### config.mk
export PLATFORM = sky130hd
export DESIGN_NAME = fetch_pc_unit
export DESIGN_NICKNAME = d
export VERILOG_FILES = /design/src/rtl/fetch_pc_unit.sv
export SDC_FILE = /design/constraint.sdc
export NUM_CORES = 1
export LEC_CHECK = 0
export CORE_MARGIN = 2
export CORE_UTILIZATION = 53
export DETAILED_ROUTE_END_ITERATION = 8
export GPL_ROUTABILITY_DRIVEN = 0
export PLACE_DENSITY_LB_ADDON = 0.25
export SYNTH_ARGS = -nofsm -noshare
export SYNTH_HDL_FRONTEND = slang
export SYNTH_SLANG_ARGS = --single-unit
export TNS_END_PERCENT = 20
### constraint.sdc
create_clock -name clk -period 3.8 [get_ports clk]
set_input_delay 0.76 -clock clk [delete_from_list [all_inputs] [get_ports clk]]
set_output_delay 0.76 -clock clk [all_outputs]
set_load 0.02 [all_outputs]
### src/rtl/fetch_pc_unit.sv
// Instruction-fetch front end: owns the PC, drives imem, buffers {pc, instr} and hands it to decode.
// Optional misaligned-redirect fault reporting is enabled with `define FETCH_MISALIGN_EN.
module fetch_pc_unit #(
   parameter logic [31:0] RESET_PC  = 32'h0000_0000,
   parameter int          BUF_DEPTH = 2
) (
   input  logic        clk,
   input  logic        rst,
   output logic [31:0] imem_addr,
   input  logic [31:0] imem_rdata,
   input  logic        redirect_valid,
   input  logic [31:0] redirect_pc,
   output logic        if_valid,
   input  logic        if_ready,
   output logic [31:0] if_instr,
   output logic [31:0] if_pc,
   output logic [31:0] if_pc_plus4
`ifdef FETCH_MISALIGN_EN
   ,
   output logic        fetch_fault,
   output logic [31:0] fault_pc
`endif
);

   localparam int PW = $clog2(BUF_DEPTH);
   localparam int CW = PW + 1;
   localparam logic [CW-1:0] DEPTH_C = CW'(BUF_DEPTH);

   typedef struct packed {
      logic [31:0] pc;
      logic [31:0] instr;
   } fentry_t;

`ifdef FETCH_MISALIGN_EN
   typedef enum logic [1:0] {IDLE, RUN, FAULT} state_t;
`else
   typedef enum logic [1:0] {IDLE, RUN} state_t;
`endif

   state_t        state, state_nx;
   logic [31:0]   fetch_pc;
   fentry_t       fbuf [BUF_DEPTH];
   logic [PW-1:0] head, tail;
   logic [CW-1:0] count;
   fentry_t       hold;
   logic [31:0]   hold_p4;
   logic [31:0]   tgt;
   logic          redir_ok, misalign, pop, push;

   // masking keeps every redirect_pc bit in use even when the low bits are ignored
   assign tgt = redirect_pc & ~32'd3;

`ifdef FETCH_MISALIGN_EN
   assign misalign = |redirect_pc[1:0];
`else
   assign misalign = 1'b0;
`endif

   assign redir_ok  = redirect_valid & ~misalign;
   assign imem_addr = fetch_pc;
   assign if_valid  = (count != '0);
   assign pop       = if_valid & if_ready;
   assign push      = (state == RUN) & ~redirect_valid & ((count < DEPTH_C) | pop);

   // empty buffer replays the last presented head instead of stale storage
   assign if_pc       = if_valid ? fbuf[head].pc             : hold.pc;
   assign if_instr    = if_valid ? fbuf[head].instr          : hold.instr;
   assign if_pc_plus4 = if_valid ? fbuf[head].pc + 32'd4     : hold_p4;

   always_ff @(posedge clk or negedge rst) begin
      if (!rst) state <= IDLE;
      else      state <= state_nx;
   end

   always_comb begin
      state_nx = state;
      case (state)
         IDLE:    state_nx = RUN;
         RUN:     state_nx = RUN;
         default: state_nx = state;
      endcase
      if (redirect_valid) begin
         state_nx = RUN;
`ifdef FETCH_MISALIGN_EN
         if (misalign) state_nx = FAULT;
`endif
      end
   end

   always_ff @(posedge clk or negedge rst) begin
      if (!rst) begin
         fetch_pc <= RESET_PC;
         head     <= '0;
         tail     <= '0;
         count    <= '0;
         hold     <= '0;
         hold_p4  <= '0;
         for (int i = 0; i < BUF_DEPTH; i++) fbuf[i] <= '0;
      end else begin
         if (if_valid) begin
            hold    <= fbuf[head];
            hold_p4 <= fbuf[head].pc + 32'd4;
         end
         if (redir_ok)  fetch_pc <= tgt;
         else if (push) fetch_pc <= fetch_pc + 32'd4;
         if (push) fbuf[tail] <= '{pc: fetch_pc, instr: imem_rdata};
         // any redirect flushes; a same-cycle pop is squashed downstream
         if (redirect_valid) begin
            head  <= '0;
            tail  <= '0;
            count <= '0;
         end else begin
            if (push) tail <= tail + PW'(1);
            if (pop)  head <= head + PW'(1);
            case ({push, pop})
               2'b10:   count <= count + CW'(1);
               2'b01:   count <= count - CW'(1);
               default: count <= count;
            endcase
         end
      end
   end

`ifdef FETCH_MISALIGN_EN
   assign fetch_fault = (state == FAULT);

   always_ff @(posedge clk or negedge rst) begin
      if (!rst)                              fault_pc <= '0;
      else if (redirect_valid && misalign)   fault_pc <= redirect_pc;
   end
`endif

endmodule
==> results of run 1 <==
## final cells by class
cell class	count	area [um2]
multi-input combinational	689	4990
inverter	10	37.5
tap	275	344
clock buffer	40	805
clock inverter	6	33.8
sequential	253	6330
fill	1628	6470
timing repair buffer	228	2210
## final timing paths
path	slack, ps	cells after the start	to
setup / recovery	-70	7	if_pc_plus4[17]
hold / removal	230	1	imem_addr[25]
setup reg to reg	1280	5	imem_addr[29]
hold reg to reg	480	1	hold_p4[0]
max in group asynchronous	2590	2	hold[15]
min in group clk	480	1	hold_p4[0]
## logic make-up after synthesis
logic type	count (synthesis)	synth area share, %
simple gates	279	11.9
other cells	2	0.0651
flops	253	54.9
compound gates	161	8.18
xor+xnor	49	3.72
buf+inv	73	2.91
mux	193	18.2
fa+ha+maj	2	0.217
## cell usage after synthesis (3+ instances only)
cell type	instances
a211oi_1	4
a21boi_0	6
a21oi_1	45
a222oi_1	4
a22oi_1	3
and2_1	7
and3_1	3
and3b_1	3
and4_1	3
buf_1	5
buf_2	22
buf_4	5
clkbuf_1	29
dfrtp_1	253
inv_1	10
mux2_2	133
mux2i_1	60
nand2_1	99
nand3_1	32
nand3b_1	10
nand4_1	14
nor2_1	61
nor3_1	13
nor4_1	17
nor4b_1	4
o21a_1	3
o21ai_0	68
o31a_1	3
o31ai_1	9
xnor2_1	40
xor2_1	9
## repair_timing
item,CTS,global route
gates resized for setup,44,44
setup buffers,0,3
endpoints found under the setup margin,25,22
pin swaps,3,4
## flip-flops by register name, indices dropped and copies added, names as in the netlist
register / count
count: 2
fbuf: 124
head: 1
hold: 62
hold_p4: 32
imem_addr: 30
state: 1
tail: 1
## metrics by stage
| step | worst slack [ps] | cells | hold slack, ps | power (mW) | instance area [um2] |
|---|---|---|---|---|---|
| finish | -73.6 | 1501 | 232 | 9.31 | 14800 |
| floorplan | 84.4 | 1015 | 464 | 5.52 | 11600 |
| CTS | -139 | 1498 | 253 | 9.34 | 14700 |
| global placement | 63.9 | 1452 | 452 | 6.77 | 13800 |
| detailed placement | -31.3 | 1452 | 468 | 6.88 | 13800 |
| global route | -132 | 1501 | 286 | 9.79 | 14800 |
## layer usage
metal | GRT usage [%] | vias up | routed length (um)
met4 | 5.28 | 0 | 367
met2 | 35.0 | 242 | 12200
li1 | - | 3978 | -
met5 | 0 | - | 0
met3 | 3.59 | 28 | 1520
met1 | 37.5 | 4186 | 13300
## worst register-to-register path, cell delays in order (launching register included)
cell	delay, ps
dfrtp_1	540
and3_1	260
nand4_1	690
nor4_1	540
xor2_1	120
mux2_2	270
## power by group through the flow
stage | logic (mW) | registers, mW | clock network, mW
after CTS | 2.90 | 3.92 | 2.52
after floorplan | 1.68 | 3.84 | 0
after global routing | 3.14 | 4.02 | 2.63
after global placement | 2.86 | 3.92 | 0
after detailed placement | 2.91 | 3.96 | 0
final | 2.91 | 3.93 | 2.47
==> run summary, run 1 <==
worst reg2reg path startpoint - imem_addr[7]
YS warnings - 0
total of max-cap violations - 0
CP startpoint - head
CTS tree - yes
FF+latch count, synth - 253
CP Class - register to output port
cts hold-fix bufs - 0
Synth area leaders - dfrtp_1 55%, mux2_2 13%, mux2i_1 5.2%
CTS Root Cell - clkbuf_16
gr usage total - 23.8%
Seq pwr share - 42.3%
DR vias - 8434
clock share of power - 26.5%
switching power - 3.02 mW
initial antenna violation count - 0
Vias/cell - 5.62
Die W - 152 um
worst relative slew slack - 40.1%
Final setup viols - 1
Synth-to-Final Area Change - 27.9%
Power Dens Cells - 631 nW/um2
die area - 23000 um2
Final Util - 69.5%
CTS buffer count - 27
Syn Area/Cell - 11.4 um2
WL final - 27400 um
Synth cell types - 54
Hold Vio Cnt, Final - 0
Clk pin slew, worst setup/hold paths - 60 ps
IO buf count - 190
Final #Nets - 1279
RSZ-0062 raised after global routing - true
chain of cells forming the critical path - buf_4 > nand3b_1 > a22oi_2 > and4_2 > xor2_1 > a21oi_1 > clkdlybuf4s50_1
most common flop cell mapped by yosys - dfrtp_1
clock buffer depth - 3
most frequent cells in the layout - 252 x dfrtp_1, 163 x clkdlybuf4s50_1, 133 x mux2_2
htree depth - 1
netlist area before placement - 11500 um2
asr flop ratio synth - 100%
Yosys top cell by area - dfrtp_1
initial cell density of the core - 54.4%
Worst Max-Slew Pin Slew - 897 ps
Final ANT Viol Nets - 0
DP HPWL - 18700 um
Max Fclk - 258 MHz
final setup TNS - -73.6 ps
worst setup margin - -73.6 ps
Die H - 152 um
Worst Path Max Fanout - 9
# diodes - 0
Core Region - 21200 um2
CP Data Required Time - 3040 ps
drt first pass iters - 5
grt total ovfl - 0
fraction of layout cells with a size suffix above 1 - 20.8%
slowest stage delay, CP - 630 ps
vias in the first global route - 8138
Pins Over Slew Limit - 0
DRC viols - 0
CP startpoint kind - register
CP bufs+invs - 2
1st-iter DRT viols - 501
global-route wire length before repair - 43200 um
Data arrival, critical path - 3110 ps
leakage - 6.12 nW
Clock Skews - 14.4 ps
status - finished with violations
failing checks - negative setup slack
Worst Hold Class - primary input to asynchronous set/reset pin
Sw Share - 32.4%
clk sinks - 253
Clock Latency Late Sink - 530 ps
Cell Int Power - 6.29 mW
Worst path slowest cell - clkdlybuf4s50_1
Ports - 197
num rows - 53
Logic pwr share - 31.2%
commonest non-fill, non-tap cell in the layout - dfrtp_1
top-area cell type share of the netlist area - 54.9%
min cycle time layout - 3870 ps
sequential area share after synthesis - 54.9%
endpoint class of the critical path - output port
wire per inst - 18.3 um
Gate Count Post-Synth - 1012
cell family with most CP delay - buffers and inverters
Final period util - 102%
Peak VDD IR - 0.339 mV
Post-synth EDFFs - 0
largest net degree at the start of global routing - 103
Power figures use the tool's default switching activity.
==> run 2, diff against run 1 <==
--- a/config.mk
+++ b/config.mk
@@ -5,6 +5,7 @@
 export SDC_FILE = /design/constraint.sdc
 export NUM_CORES = 1
 export LEC_CHECK = 0
+export CORE_ASPECT_RATIO = 1.2
 export CORE_MARGIN = 2
 export CORE_UTILIZATION = 53
 export DETAILED_ROUTE_END_ITERATION = 8
==> run 2 against run 1 <==
The run still ends with negative setup slack left. Largest power group unchanged. Critical path type unchanged. Sequential power about the same. Final area increased by 0.26%. Worst hold slack better by 20 ps. Via count fell by 0.77%.
==> run summary, run 2 (synthesis results as in run 1) <==
max reg flops - 124 (unchanged)
die area - 23000 um2 (about the same)
wire per inst - 17.8 um (-2.9%)
Clock Latency Late Sink - 520 ps (about the same)
final setup TNS - -18.4 ps (+55.3 ps)
Final setup viols - 1 (unchanged)
Fillers - 1609 (-1.2%)
Pins Over Slew Limit - 0 (unchanged)
Core Region - 21600 um2 (+1.6%)
initial cell density of the core - 53.5% (-0.85 points)
endpoint class of the critical path - output port
Power Dens Cells - 632 nW/um2 (about the same)
slowest stage delay, CP - 560 ps (-70 ps)
CTS buffer count - 26 (-3.7%)
vias in the first global route - 8536 (+4.9%)
CP Class - register to output port
worst relative slew slack - 39.5% (-0.65 points)
worst reg2reg path startpoint - imem_addr[7]
Hold Vio Cnt, Final - 0 (unchanged)
drt first pass iters - 4 (-1)
WL final - 26600 um (-3.1%)
DRC viols - 0 (unchanged)
# diodes - 0 (unchanged)
largest net degree at the start of global routing - 103 (unchanged)
Vias/cell - 5.59 (-0.57%)
total of max-cap violations - 0 (unchanged)
Worst path slowest cell - dfrtp_4
fraction of layout cells with a size suffix above 1 - 20.5% (-0.29 points)
biggest regs - fbuf (124), hold (62), hold_p4 (32)
worst setup margin - -18.4 ps (+55.3 ps)
Ports - 197 (unchanged)
Placed Cells - 1447 (-0.34%)
cell family with most CP delay - compound AO/OA/AOI/OAI gates
Data arrival, critical path - 3060 ps (-50 ps)
Die W - 139 um (-8.5%)
CP Data Required Time - 3040 ps (about the same)
clk sinks - 253 (unchanged)
FF-to-FF path depth - 5 (unchanged)
global-route wire length before repair - 43900 um (+1.6%)
dpl ws - 99.3 ps (+131 ps)
Worst Path Max Fanout - 32 (+23)
grt total ovfl - 0 (unchanged)
Final #Nets - 1275 (-0.31%)
CTS tree - yes
DP HPWL - 17900 um (-4.2%)
placed cell area - 13800 um2 (about the same)
initial antenna violation count - 0 (unchanged)
most frequent cells in the layout - 252 x dfrtp_1, 163 x clkdlybuf4s50_1, 133 x mux2_2
num rows - 59 (+11%)
Clock Skews - 9.49 ps (-4.86 ps)
Final ANT Viol Nets - 0 (unchanged)
Clk pin slew, worst setup/hold paths - 60 ps (about the same)
register area - 6330 um2 (unchanged)
clock buffer depth - 3 (unchanged)
Peak VDD IR - 0.520 mV (+53%)
CP startpoint - head
Worst Max-Slew Pin Slew - 905 ps (+8.02 ps)
commonest non-fill, non-tap cell in the layout - dfrtp_1
Max Fclk - 262 MHz (+1.4%)
gr usage total - 23.0% (-0.80 points)
status - finished with violations
final instance area - 14800 um2 (+0.26%)
RSZ-0062 raised after global routing - true
final std cells w/o fill - 1498 (-0.20%)
htree depth - 1 (unchanged)
Final period util - 100% (-1.5 points)
reg-to-reg endpoint - imem_addr[23]
Worst Hold Class - primary input to asynchronous set/reset pin
Synth-to-Final Area Change - 28.2%
1st-iter DRT viols - 373 (-26%)
min cycle time layout - 3820 ps (-55.3 ps)
r2r setup slk - 1240 ps (-40 ps)
DR vias - 8369 (-0.77%)
area occupied by multi-input gates - 4960 um2 (-0.63%)
Die H - 166 um (+9.3%)
IO buf count - 190 (unchanged)
leakage - 6.11 nW (-0.17%)
largest reg by FF count - fbuf
CP bufs+invs - 3 (+1)
failing checks - negative setup slack
chain of cells forming the critical path - buf_12 > nand4b_4 > a222oi_1 > buf_4 > nand3_1 > o31a_1 > o31ai_2 > clkdlybuf4s15_2
CP startpoint kind - register
CTS Root Cell - clkbuf_16
cts hold-fix bufs - 0 (unchanged)
-- run 2: changes by cell type in the layout (fill, tap and decap cells not counted), moves of 2 or more --
cell             previous run  this run
buf_12                      4         8
buf_4                      34        27
bufinv_16                   0         2
clkbuf_2                    8         5
clkbuf_8                    8         6
clkdlybuf4s15_1             3         0
clkdlybuf4s15_2             0         3
clkinvlp_4                  0         3
dlygate4sd2_1               5         9
o31ai_1                     4         6
o31ai_4                     2         0
-- run 2: worst max path at each step --
stage	endpoint	slack (ps)	cells past startpoint
5_1_grt	if_pc_plus4[21]	-180	10
6_report	if_pc_plus4[28]	-20	8
3_3_place_gp	if_pc_plus4[31]	120	7
4_1_cts	if_pc_plus4[20]	-210	8
2_1_floorplan	if_pc_plus4[28]	80	10
3_5_place_dp	if_pc_plus4[26]	100	8
-- run 2: through the flow --
step / total power, mW / hold slack, ps / util, %
3_5_place_dp: 6.85 / 468 / 64.3
3_3_place_gp: 6.75 / 453 / 64.3
6_report: 9.34 / 252 / 68.6
2_1_floorplan: 5.52 / 464 / -
4_1_cts: 9.43 / 309 / 68.5
5_1_grt: 9.84 / 326 / 68.6
-- run 2: final cells by class --
cell class                 instances  area share (%)
multi-input combinational        689            33.5
clock inverter                    10           0.753
clock buffer                      37            5.23
timing repair buffer             225            15.1
sequential                       253            42.8
inverter                          10           0.254
tap                              274            2.32
-- run 2: repair_timing --
action                                  4_1_cts  5_1_grt
gates resized for setup                      48       25
endpoints found under the setup margin       24       22
setup buffers                                 3        1
endpoints found under the hold margin         0        0
pin swaps                                     2        1
-- run 2: layer usage --
layer / vias to the layer above / wire, um / global-route usage (%)
met5: - / 0 / 0
li1: 3971 / - / -
met1: 4119 / 11800 / 31.5
met2: 226 / 12800 / 38.8
met3: 53 / 1300 / 3.38
met4: 0 / 656 / 6.41
-- run 2: worst register-to-register path: stages, from the launching register on --
cell,delay (ps)
dfrtp_1,500
and3_1,260
nand4_1,720
nor4b_1,690
xnor2_1,170
o21ai_0,90
-- run 2: report_power, final --
part           switching (mW)  internal [mW]
Combinational            1.51           1.36
Sequential              0.457           3.45
Clock                    1.02           1.55
==> run 3, diff against run 2 <==
--- a/config.mk
+++ b/config.mk
@@ -7,8 +7,9 @@
 export LEC_CHECK = 0
 export CORE_ASPECT_RATIO = 1.2
 export CORE_MARGIN = 2
-export CORE_UTILIZATION = 53
+export CORE_UTILIZATION = 64
 export DETAILED_ROUTE_END_ITERATION = 8
+export DONT_BUFFER_PORTS = 1
 export GPL_ROUTABILITY_DRIVEN = 0
 export PLACE_DENSITY_LB_ADDON = 0.25
 export SYNTH_ARGS = -nofsm -noshare
==> run 3 against run 2 <==
Final cell count decreased by 16%. Sequential power increased by 1%. Largest cell class unchanged. Worst hold slack got worse by 310 ps. First-iteration DRC count increased by 28%. Fmax increased by 3.1%. Register-to-register slack about the same. The run ends with negative hold slack left.
==> run summary, run 3 (synthesis results as in run 1) <==
failing checks - negative hold slack
clk sinks - 253 (unchanged)
Worst Hold Class - primary input to asynchronous set/reset pin
WL met2 - 11600 um (-9.4%)
gr usage total - 26.2% (+3.2 points)
Clk pin slew, worst setup/hold paths - 60 ps (about the same)
status - finished with violations
DRC viols - 0 (unchanged)
Pins Over Slew Limit - 0 (unchanged)
total of max-cap violations - 0 (unchanged)
Final ANT Viol Nets - 0 (unchanged)
WL final - 25200 um (-5.2%)
most frequent cells in the layout - 252 x dfrtp_1, 133 x mux2_2, 98 x nand2_1
Synth-to-Final Area Change - 11.2%
CP most frequent cell - buf_4
Final setup viols - 0 (-1)
Clock Latency Late Sink - 530 ps (about the same)
CTS buffer count - 26 (unchanged)
Ports - 197 (unchanged)
biggest regs - fbuf (124), hold (62), hold_p4 (32)
grt total ovfl - 0 (unchanged)
min cycle time layout - 3700 ps (-116 ps)
DP HPWL - 16800 um (-6.1%)
Worst Path Max Fanout - 25 (-22%)
RSZ-0062 raised after global routing - true
Fin Hold WS - -60.9 ps (-313 ps)
Final Util - 73.0% (+4.4 points)
placed cell area - 11800 um2 (-15%)
largest reg by FF count - fbuf
num rows - 53 (-10%)
largest net degree at the start of global routing - 254 (+150%)
slowest stage delay, CP - 500 ps (-60 ps)
endpoint class of the critical path - output port
vias in the first global route - 7455 (-13%)
final instance area - 12800 um2 (-13%)
Final #Nets - 1090 (-15%)
Final Total Pwr - 8.73 mW (-6.6%)
Die W - 127 um (-8.7%)
Fillers - 1257 (-22%)
wire per inst - 20.0 um (+13%)
Die H - 151 um (-8.8%)
Core Region - 17600 um2 (-18%)
Hold Vio Cnt, Final - 85 (+85)
CP startpoint kind - register
Max Used Layer - met4
cell family with most CP delay - compound AO/OA/AOI/OAI gates
Peak VDD IR - 0.366 mV (-30%)
htree depth - 1 (unchanged)
max reg flops - 124 (unchanged)
M1 wire length - 11100 um (-5.9%)
commonest non-fill, non-tap cell in the layout - dfrtp_1
1st-iter DRT viols - 476 (+28%)
Worst path slowest cell - dfrtp_4
CP bufs+invs - 4 (+1)
CP Data Required Time - 3040 ps (about the same)
Worst Max-Slew Pin Slew - 913 ps (+8.07 ps)
CP Class - register to output port
global-route wire length before repair - 40500 um (-7.8%)
Clock Skews - 17.8 ps (+8.32 ps)
initial cell density of the core - 65.7% (+12 points)
# diodes - 0 (unchanged)
Vias/cell - 6.14 (+9.8%)
IO buf count - 0 (-100%)
Final period util - 97.4% (-3.0 points)
CTS tree - yes
worst reg2reg path startpoint - head
CTS Root Cell - clkbuf_16
Data arrival, critical path - 2940 ps (-120 ps)
chain of cells forming the critical path - buf_12 > buf_16 > nand4b_4 > a222oi_1 > buf_4 > nand3_1 > o31a_1 > o31ai_2 > buf_4
worst relative slew slack - 38.6% (-0.83 points)
clock buffer depth - 3 (unchanged)
CP startpoint - head
leakage - 5.33 nW (-13%)
die area - 19100 um2 (-17%)
Power Dens Cells - 680 nW/um2 (+7.7%)
Max Fclk - 270 MHz (+3.1%)
WL met3 - 1940 um (+50%)
DR vias - 7732 (-7.6%)
initial antenna violation count - 0 (unchanged)
drt first pass iters - 5 (+1)
fraction of layout cells with a size suffix above 1 - 22.3% (+1.8 points)
run 3: cell count changes in the layout (fill, tap and decap cells not counted), moves of 3 or more:
cell	previous run	this run
buf_12	8	4
buf_2	3	0
buf_4	27	35
clkbuf_2	5	0
clkbuf_8	6	3
clkdlybuf4s15_2	3	0
clkdlybuf4s50_1	163	0
clkinv_2	4	7
dlygate4sd2_1	9	0
dlymetal6s2s_1	5	0
run 3: layer usage:
metal | GRT usage [%] | up-vias
met1 | 38.7 | 3835
met2 | 39.9 | 244
met4 | 6.70 | 0
met3 | 5.72 | 45
li1 | - | 3608
met5 | 0 | -
run 3: final timing paths:
| kind | slack, ps | end | cells past startpoint |
|---|---|---|---|
| min in group clk | 310 | count[1] | 1 |
| min reg2reg | 500 | fbuf[16] | 1 |
| max | 100 | if_pc_plus4[28] | 9 |
| min | -60 | fbuf[91] | 0 |
| max reg2reg | 1250 | hold_p4[23] | 8 |
| max in group asynchronous | 3390 | head | 0 |
run 3: timing repair:
action | 4_1_cts | 5_1_grt
pin swaps | 3 | 4
gates resized for setup | 1 | 3
endpoints found under the hold margin | 253 | 253
buffers inserted | 1 | 6
endpoints found under the setup margin | 14 | 15
run 3: where the power goes:
group / internal, mW / switching (mW)
registers: 3.45 / 0.508
logic: 0.798 / 1.32
clock network: 1.63 / 1.03
run 3: layout make-up:
| type | count | area, um2 | share of cell area, % |
|---|---|---|---|
| Multi-Input combinational cell | 689 | 4910 | 38.3 |
| Inverter | 10 | 37.5 | 0.293 |
| Tap cell | 220 | 275 | 2.15 |
| Timing Repair Buffer | 40 | 370 | 2.89 |
| Clock inverter | 13 | 170 | 1.33 |
| Clock buffer | 35 | 736 | 5.73 |
| Sequential cell | 253 | 6330 | 49.4 |
run 3: through the flow:
stage	setup slack, ps	hold WS [ps]	setup TNS, ps	cells
detailed placement	395	472	0	1205
global route	-22.5	-83.1	-22.5	1260
CTS	-119	-77.6	-119	1254
finish	97.1	-60.9	0	1260
floorplan	84.4	464	0	1015
global placement	409	471	0	1205
